## config.mk

```make
export PLATFORM = sky130hd
export DESIGN_NAME = conv_encoder_framed
export DESIGN_NICKNAME = d
export VERILOG_FILES = /design/src/rtl/conv_enc_pkg.sv /design/src/rtl/conv_enc_core.sv /design/src/rtl/conv_encoder_framed.sv
export SDC_FILE = /design/constraint.sdc
export NUM_CORES = 1
export LEC_CHECK = 0
export ABC_CLOCK_PERIOD_IN_PS = 2600
export BUFFER_PORTS_ARGS = -buffer_cell sky130_fd_sc_hd__buf_4
export CAP_MARGIN = 20
export CORE_UTILIZATION = 30
export DETAILED_ROUTE_END_ITERATION = 8
export PLACE_DENSITY_LB_ADDON = 0.15
export SETUP_SLACK_MARGIN = 0.15
export SYNTH_ARGS = -nofsm -noshare
export SYNTH_HDL_FRONTEND = slang
export SYNTH_SLANG_ARGS = --single-unit
```

## constraint.sdc

```tcl
create_clock -name clk -period 2.6 [get_ports clk]
set_input_delay 0.26 -clock clk [delete_from_list [all_inputs] [get_ports clk]]
set_output_delay 0.26 -clock clk [all_outputs]
set_load 0.01 [all_outputs]
```

## src/rtl/conv_enc_pkg.sv

```systemverilog
// Shared types and helpers for the framed rate-1/2, K=3 convolutional encoder.
package conv_enc_pkg;

    localparam int unsigned K = 3;

    typedef enum logic [1:0] {
        IDLE,
        DATA,
        TAIL
    } state_t;

    typedef logic [1:0] sym_t;

    // One generator tap set applied to {current bit, s1, s0}.
    function automatic logic parity(input logic [K-1:0] gen, input logic u, input logic s1,
                                    input logic s0);
        return ^(gen & {u, s1, s0});
    endfunction

endpackage

```

## src/rtl/conv_enc_core.sv

```systemverilog
// Shift register and generator logic; emits one registered symbol per shift.
module conv_enc_core
    import conv_enc_pkg::*;
#(
    parameter logic [K-1:0] G0 = 3'b111,
    parameter logic [K-1:0] G1 = 3'b101
) (
    input  logic clk,
    input  logic rst,
    input  logic shift_en,
    input  logic u,
    input  logic clr,
    output sym_t sym
);

    logic s1;
    logic s0;

    always_ff @(posedge clk or negedge rst) begin
        if (!rst) begin
            s1  <= 1'b0;
            s0  <= 1'b0;
            sym <= 2'b00;
        end else begin
            if (shift_en) begin
                sym <= {parity(G0, u, s1, s0), parity(G1, u, s1, s0)};
            end
            // clr wins over the shift so the last tail symbol leaves the register at 00
            if (clr) begin
                s1 <= 1'b0;
                s0 <= 1'b0;
            end else if (shift_en) begin
                s1 <= u;
                s0 <= s1;
            end
        end
    end

endmodule

```

## src/rtl/conv_encoder_framed.sv

```systemverilog
// Framed convolutional encoder: handshake, frame/tail FSM and frame counter around the core.
module conv_encoder_framed
    import conv_enc_pkg::*;
#(
    parameter int unsigned  FRAME_LEN = 256,
    parameter logic [K-1:0] G0        = 3'b111,
    parameter logic [K-1:0] G1        = 3'b101
) (
    input  logic        clk,
    input  logic        rst,
    input  logic        enable_i,
    input  logic        d_in,
    input  logic        flush_i,
    output logic        ready_o,
    output logic        valid_o,
    output logic [1:0]  d_out,
    output logic        sof_o,
    output logic        eof_o,
    output logic [15:0] frame_ct_o
);

    localparam logic [16:0] FrameLen = 17'(FRAME_LEN);

    state_t      state;
    logic [15:0] bit_cnt;
    logic        tail_cnt;

    logic accept;
    logic last_bit;
    logic in_tail;
    logic shift_en;
    logic core_u;
    logic core_clr;
    sym_t core_sym;

    assign accept   = enable_i && ready_o;
    assign last_bit = ({1'b0, bit_cnt} + 17'd1) == FrameLen;
    assign in_tail  = (state == TAIL);
    assign shift_en = accept || in_tail;
    assign core_u   = in_tail ? 1'b0 : d_in;
    assign core_clr = in_tail && tail_cnt;

    conv_enc_core #(
        .G0 (G0),
        .G1 (G1)
    ) u_core (
        .clk      (clk),
        .rst      (rst),
        .shift_en (shift_en),
        .u        (core_u),
        .clr      (core_clr),
        .sym      (core_sym)
    );

    assign d_out = core_sym;

    always_ff @(posedge clk or negedge rst) begin
        if (!rst) begin
            state      <= IDLE;
            bit_cnt    <= 16'd0;
            tail_cnt   <= 1'b0;
            frame_ct_o <= 16'd0;
            ready_o    <= 1'b1;
            valid_o    <= 1'b0;
            sof_o      <= 1'b0;
            eof_o      <= 1'b0;
        end else begin
            valid_o <= 1'b0;
            sof_o   <= 1'b0;
            eof_o   <= 1'b0;
            unique case (state)
                IDLE: begin
                    // flush without an accepted bit has no frame to end
                    if (accept) begin
                        valid_o <= 1'b1;
                        sof_o   <= 1'b1;
                        bit_cnt <= 16'd1;
                        if (last_bit || flush_i) begin
                            state   <= TAIL;
                            ready_o <= 1'b0;
                        end else begin
                            state <= DATA;
                        end
                    end
                end
                DATA: begin
                    if (accept) begin
                        valid_o <= 1'b1;
                        bit_cnt <= bit_cnt + 16'd1;
                        if (last_bit || flush_i) begin
                            state   <= TAIL;
                            ready_o <= 1'b0;
                        end
                    end else if (flush_i) begin
                        state   <= TAIL;
                        ready_o <= 1'b0;
                    end
                end
                TAIL: begin
                    valid_o <= 1'b1;
                    if (tail_cnt) begin
                        eof_o      <= 1'b1;
                        frame_ct_o <= frame_ct_o + 16'd1;
                        bit_cnt    <= 16'd0;
                        tail_cnt   <= 1'b0;
                        ready_o    <= 1'b1;
                        state      <= IDLE;
                    end else begin
                        tail_cnt <= 1'b1;
                    end
                end
                default: begin
                    state   <= IDLE;
                    ready_o <= 1'b1;
                end
            endcase
        end
    end

endmodule
```

-- After elaboration in Yosys (flattened, before gate mapping)
Index checks and enable logic that the tools add are counted.
- bitwise gates (word level): 0
- muxes and demuxes: 28
- reduce and logical (&&, ||, !) cells: 14
- equal/unequal tests: 8
- shift operators: 0
- div/mod/pow operators: 0
- magnitude comparators: 0
- add/subtract/negate cells: 3
- multipliers: 0
- operator list (kind ; count):
    16-bit 2-to-1 mux ; 3
    16-bit one-hot mux with 3 select lines ; 1
    16-bit by 1-bit adder with 16-bit output (second input constant) ; 2
    16-bit by 1-bit adder with 17-bit output (second input constant) ; 1
    17-bit by 9-bit equality test with 1-bit output (second input constant) ; 1
    1-bit 2-to-1 mux ; 15
    2-bit 2-to-1 mux ; 6
    4-bit AND reduction ; 2
    2-bit != test (second input constant) ; 3
    3-bit != test (second input constant) ; 2
    2-bit one-hot mux with 3 select lines ; 1
    3-bit XOR reduction ; 2
    1-bit one-hot mux with 3 select lines ; 1
    3-bit AND reduction ; 1
    3-bit nonzero test ; 1
    2-bit by 1-bit equality test with 1-bit output (second input constant) ; 1
    2-bit equality test (second input constant) ; 1
    1-bit logical AND ; 2
    2-bit zero test ; 1
    1-bit logical OR ; 2
    1-bit one-hot mux with 2 select lines ; 1
    2-bit AND reduction ; 1
    2-bit nonzero test ; 1
    2-bit OR reduction ; 1
- bits in writable memories: 0
- output and inout port bits: 22
- bits in registers: 43
- word-level logic and storage cells: 64
- memories: 0
- bits of input ports: 5
- memory bits (read-only): 0
- bits in latches: 0

-- Depth between registers and ports, before layout
- depth in word-level cells: 6
- depth in mapped cells: 8
- depth with buffers taken out: 7

-- Cells and area by module
Synthesis repeated with hierarchy kept, for this count alone.
- cell total of the unflattened synthesis: 234
- area, all modules: 2298.5 µm²
- modules (own cells, without submodules) (module ; seq. area each (µm²) ; cells an instance ; times used ; area an instance (µm²)):
    conv_encoder_framed ; 977.2 ; 221 ; 1 ; 2114.5
    conv_enc_core ; 100.1 ; 13 ; 1 ; 183.9

-- Least setup slack after synthesis
OpenSTA, ideal clock, no wires.
- kind: reg2reg
- start point: register bit_cnt[0]
- end point: register state[0]
- stages on the path, launching flop included: 8
- period minus slack after synthesis: 1.890 ns
- arrival time: 1.770 ns
- setup time: 0.120 ns
- setup slack: 0.710 ns
- data required time: 2.480 ns
- buffers on the path: 0
- path through: dfrtp_1 ha_1 nand4_2 or3_4 xor2_1 and4_1 nand4_1 and3b_1
- longest elaborated chain between the ends: 6
- elaborated cells between the ends (all ways): 8
- classes of those cells: add/sub (1); eq/ne (2); mux (3); reduce/logical (2)
- ends and longest elaborated chain (item ; RTL line ; text):
    start: declaration ; conv_encoder_framed.sv:25 ; logic [15:0] bit_cnt;
    start signal: assignment ; conv_encoder_framed.sv:89 ; bit_cnt <= bit_cnt + 16'd1;
    16-bit by 1-bit adder with 17-bit output * ; conv_encoder_framed.sv:37 ; assign last_bit = ({1'b0, bit_cnt} + 17'd1) == FrameLen;
    17-bit by 9-bit equality test with 1-bit output * ; conv_encoder_framed.sv:37 ;
    1-bit logical OR * ; conv_encoder_framed.sv:78, conv_encoder_framed.sv:90 ;
    2-bit 2-to-1 mux ; conv_encoder_framed.sv:78 ; if (last_bit || flush_i) begin
    2-bit 2-to-1 mux ; conv_encoder_framed.sv:74 ; if (accept) begin
    2-bit one-hot mux with 3 select lines ; conv_encoder_framed.sv:71 ; unique case (state)
    end signal: assignment ; conv_encoder_framed.sv:79 ; state <= TAIL;
    end signal: assignment ; conv_encoder_framed.sv:82 ; state <= DATA;
    end signal: assignment ; conv_encoder_framed.sv:91 ; state <= TAIL;
    end: declaration ; conv_encoder_framed.sv:24 ; state_t state;
Mark *: on every way between the ends. The rest lies on a longest branch, timed or not. The select of a mux whose other input is x is not followed.
A chain may end at the register's enable or synchronous reset.

-- Final worst setup path
Ends and elaborated chain as after synthesis.

==> flow_metrics.env <==
export IMPL_status="complete, no violations"
export IMPL_multi_input_area_sq_mm=0.001106
export IMPL_syn_area_sq_mm=0.002257
export IMPL_grt_max_degree=44
export IMPL_post_dp_hpwl_mm=3.220
export IMPL_r2r_start="bit_cnt[0]"
export IMPL_timing_hold_ws_ps=229.6
export IMPL_r2r_end="state[0]"
export IMPL_synth_area_top_cells="dfrtp_1, xnor2_1, o21ai_0, nand2_1, nor2_1"
export IMPL_setup_viol=0
export IMPL_yosysMostFrequentCell="dfrtp_1"
export IMPL_yosys_warnings=0
export IMPL_max_slew_worst_pin_slew_ps=570.7
export IMPL_nets=268
export IMPL_synth_top_family_by_area="simple AND/OR/NAND/NOR gates"
export IMPL_grt_use_total=0.1365
export IMPL_crit_start="bit_cnt[0]"
export IMPL_yosysTopAreaCell="dfrtp_1"
export IMPL_clock_path_buffers=2
export IMPL_register_area_sq_mm=0.001077
export IMPL_antenna_found_initial=0
export IMPL_final_hold_violation_count=0
export IMPL_portBuffers=26
export IMPL_maxCapViolCount=0
export IMPL_rows=31
export IMPL_netlist_area_leader_share=0.4656
export IMPL_syn_num_nets=243
export IMPL_drc_errors=0
export IMPL_start_util=0.3112
export IMPL_yosys_area_share_adder=0.01109
export IMPL_max_slew_margin=0.6195
export IMPL_num_fill_cells=756
export IMPL_worstSetupPathType="reg2reg"
export IMPL_final_antenna_net_count=0
export IMPL_finalMaxSlewViolations=0
export IMPL_rsz0062_at_grt="no"
export IMPL_die_x_um=88.74
export IMPL_fin_worst_skew_ps=4.129
export IMPL_vdd_ir_drop_max_mv=0.2334
export IMPL_synth_xor_area_frac=0.08537
export IMPL_syn_instance_count=236
export IMPL_synth_common_cells="dfrtp_1, nand2_1, o21ai_0"
export IMPL_root_buffer="clkbuf_8"
export IMPL_crit_fanout=6
export IMPL_io_pins=27
export IMPL_drive_gt1_frac=0.1832
export IMPL_via_per_inst=4.961
export IMPL_syn_avg_cell_area_sq_um=9.564
export IMPL_r2r_cells=7
export IMPL_arrival_ps=2390
export IMPL_drt_pass1_iter_count=4
export IMPL_drt_iter0_drc=82
export IMPL_die_height_um=88.74
export IMPL_end_kind="register"
export IMPL_powerDensity_mw_per_mm2=422.8
export IMPL_wl_per_cell_um=13.22
export IMPL_area_growth_pct=16.91
export IMPL_insertion_delay_ps=290
export IMPL_min_period_ps=2201
export IMPL_ys_ff_latch=43
export IMPL_utilization=0.3638
export IMPL_synth_edff_count=0
export IMPL_ys_flop_type="dfrtp_1"
export IMPL_leakagePower_nw=1.148
export IMPL_fin_area_sq_mm=0.002639
export IMPL_async_flop_share=1.000
export IMPL_hold_path_class="in2reg"
export IMPL_synthSimpleGateAreaFrac=0.2456
export IMPL_synth_seq_area_share=0.4773
export IMPL_grt_pass1_wl_mm=8.280
export IMPL_cts_made_buffers=5
export IMPL_finalCritPeriodShare=0.8467
export IMPL_grt_pass1_vias=1695
export IMPL_drt_wl_total_mm=4.773
export IMPL_clk_pin_slew_worst_paths_ps=90
export IMPL_synthMuxAreaShare=0.009424
export IMPL_diodes=0
export IMPL_place_area_sq_mm=0.002544
export IMPL_cts_tree="done"
export IMPL_synth_compound_area_frac=0.1386
export IMPL_ctsResizeCount=0
export IMPL_overflow=0
export IMPL_vias=1791
export IMPL_ys_types=44
export IMPL_core_area_sq_mm=0.007253
export IMPL_start_kind="register"
export IMPL_max_freq_mhz=454.3
export IMPL_place_gp_congestion=0.7813
export IMPL_cts_sinks=43
export IMPL_crit_path_end="state[0]"
export IMPL_crit_required_ps=2790
export IMPL_timing_setup_tns_ps=0
export IMPL_cts_htree_levels=2
export IMPL_die_area_sq_mm=0.007875
export IMPL_ff2ff_setup_slack_ps=400
-- layout make-up --
cell class	count	share of cell area
inverters	5	0.007112
repair buffers	30	0.08630
clock inverters	2	0.004742
flip-flops and latches	43	0.4082
clock buffers	6	0.02750
multi-input cells	176	0.4192
well taps	99	0.04694
-- critical path: stages (launching register included) --
cell and delay [ps]:
dfrtp_1 430, ha_1 270, nand4_2 190, nor4_2 420, nand4_1 140, a22oi_1 270
nand4_1 160, and3b_1 200
-- logic make-up (layout without fill, tap and decap cells) --
| family | Yosys count | count (layout) |
|---|---|---|
| buf+inv | 17 | 43 |
| xor+xnor | 22 | 22 |
| simple gates | 99 | 99 |
| mux | 2 | 2 |
| compound gates | 51 | 51 |
| flops | 43 | 43 |
| fa+ha+maj | 2 | 2 |
-- routing by layer --
metal,track usage,part of all wire
met2,0.2112,0.45
met5,0,0
met3,0.03265,0.035
met4,0.04106,0.0042
met1,0.1888,0.51
-- worst min-delay path by stage --
stage                          endpoint     from  depth (start not counted)
after global routing           state[1]  flush_i                          3
after detailed placement  frame_ct_o[3]      rst                          1
final                          state[1]  flush_i                          3
after CTS                      state[1]  flush_i                          3
after global placement    frame_ct_o[2]      rst                          1
after floorplan              bit_cnt[0]      rst                          0
-- report_power, final --
part / total [W] / internal, W / switching (W)
Clock: 0.000427 / 0.000188 / 0.000238
Combinational: 0.0000209 / 0.00000542 / 0.0000154
Sequential: 0.000668 / 0.000668 / 0
Total: 0.00112 / 0.000862 / 0.000254
-- layout by cell type (no fill, tap or decap), drive strengths merged, types with 2 or more instances in the layout --
master  instances
o31ai           7
and3b           2
clkbuf          6
o41ai           2
a21oi           8
o22ai           3
buf            29
nor4            2
dfrtp          42
inv             5
a22oi           2
a21o            2
or3             6
nand4          12
nor2           19
or2             2
nand3          13
xor2            7
and2            2
xnor2          15
and4            4
nor3            7
nor2b           4
o21ai          21
nand2b          4
nand2          20
ha              2
-- registers in the layout, summed over array words and instances (netlist names), 2 cells and up --
name and count:
u_core.sym 2, frame_ct_o 16, state 2, bit_cnt 16
-- per-stage QoR --
step | worst slack (ps) | instances | total power (W)
global placement | 544.4 | 352 | 0.0007024
finish | 398.7 | 361 | 0.001116
global route | 155.1 | 361 | 0.001172
CTS | 431.7 | 361 | 0.001138
detailed placement | 444.7 | 352 | 0.0007027
floorplan | 709.8 | 236 | 0.0006825
-- timing repair --
item / in CTS / in global routing
hold buffers: 1 / 0
endpoints found under the hold margin: 42 / 0
buffers inserted: 0 / 0
Power figures use the tool's default switching activity.
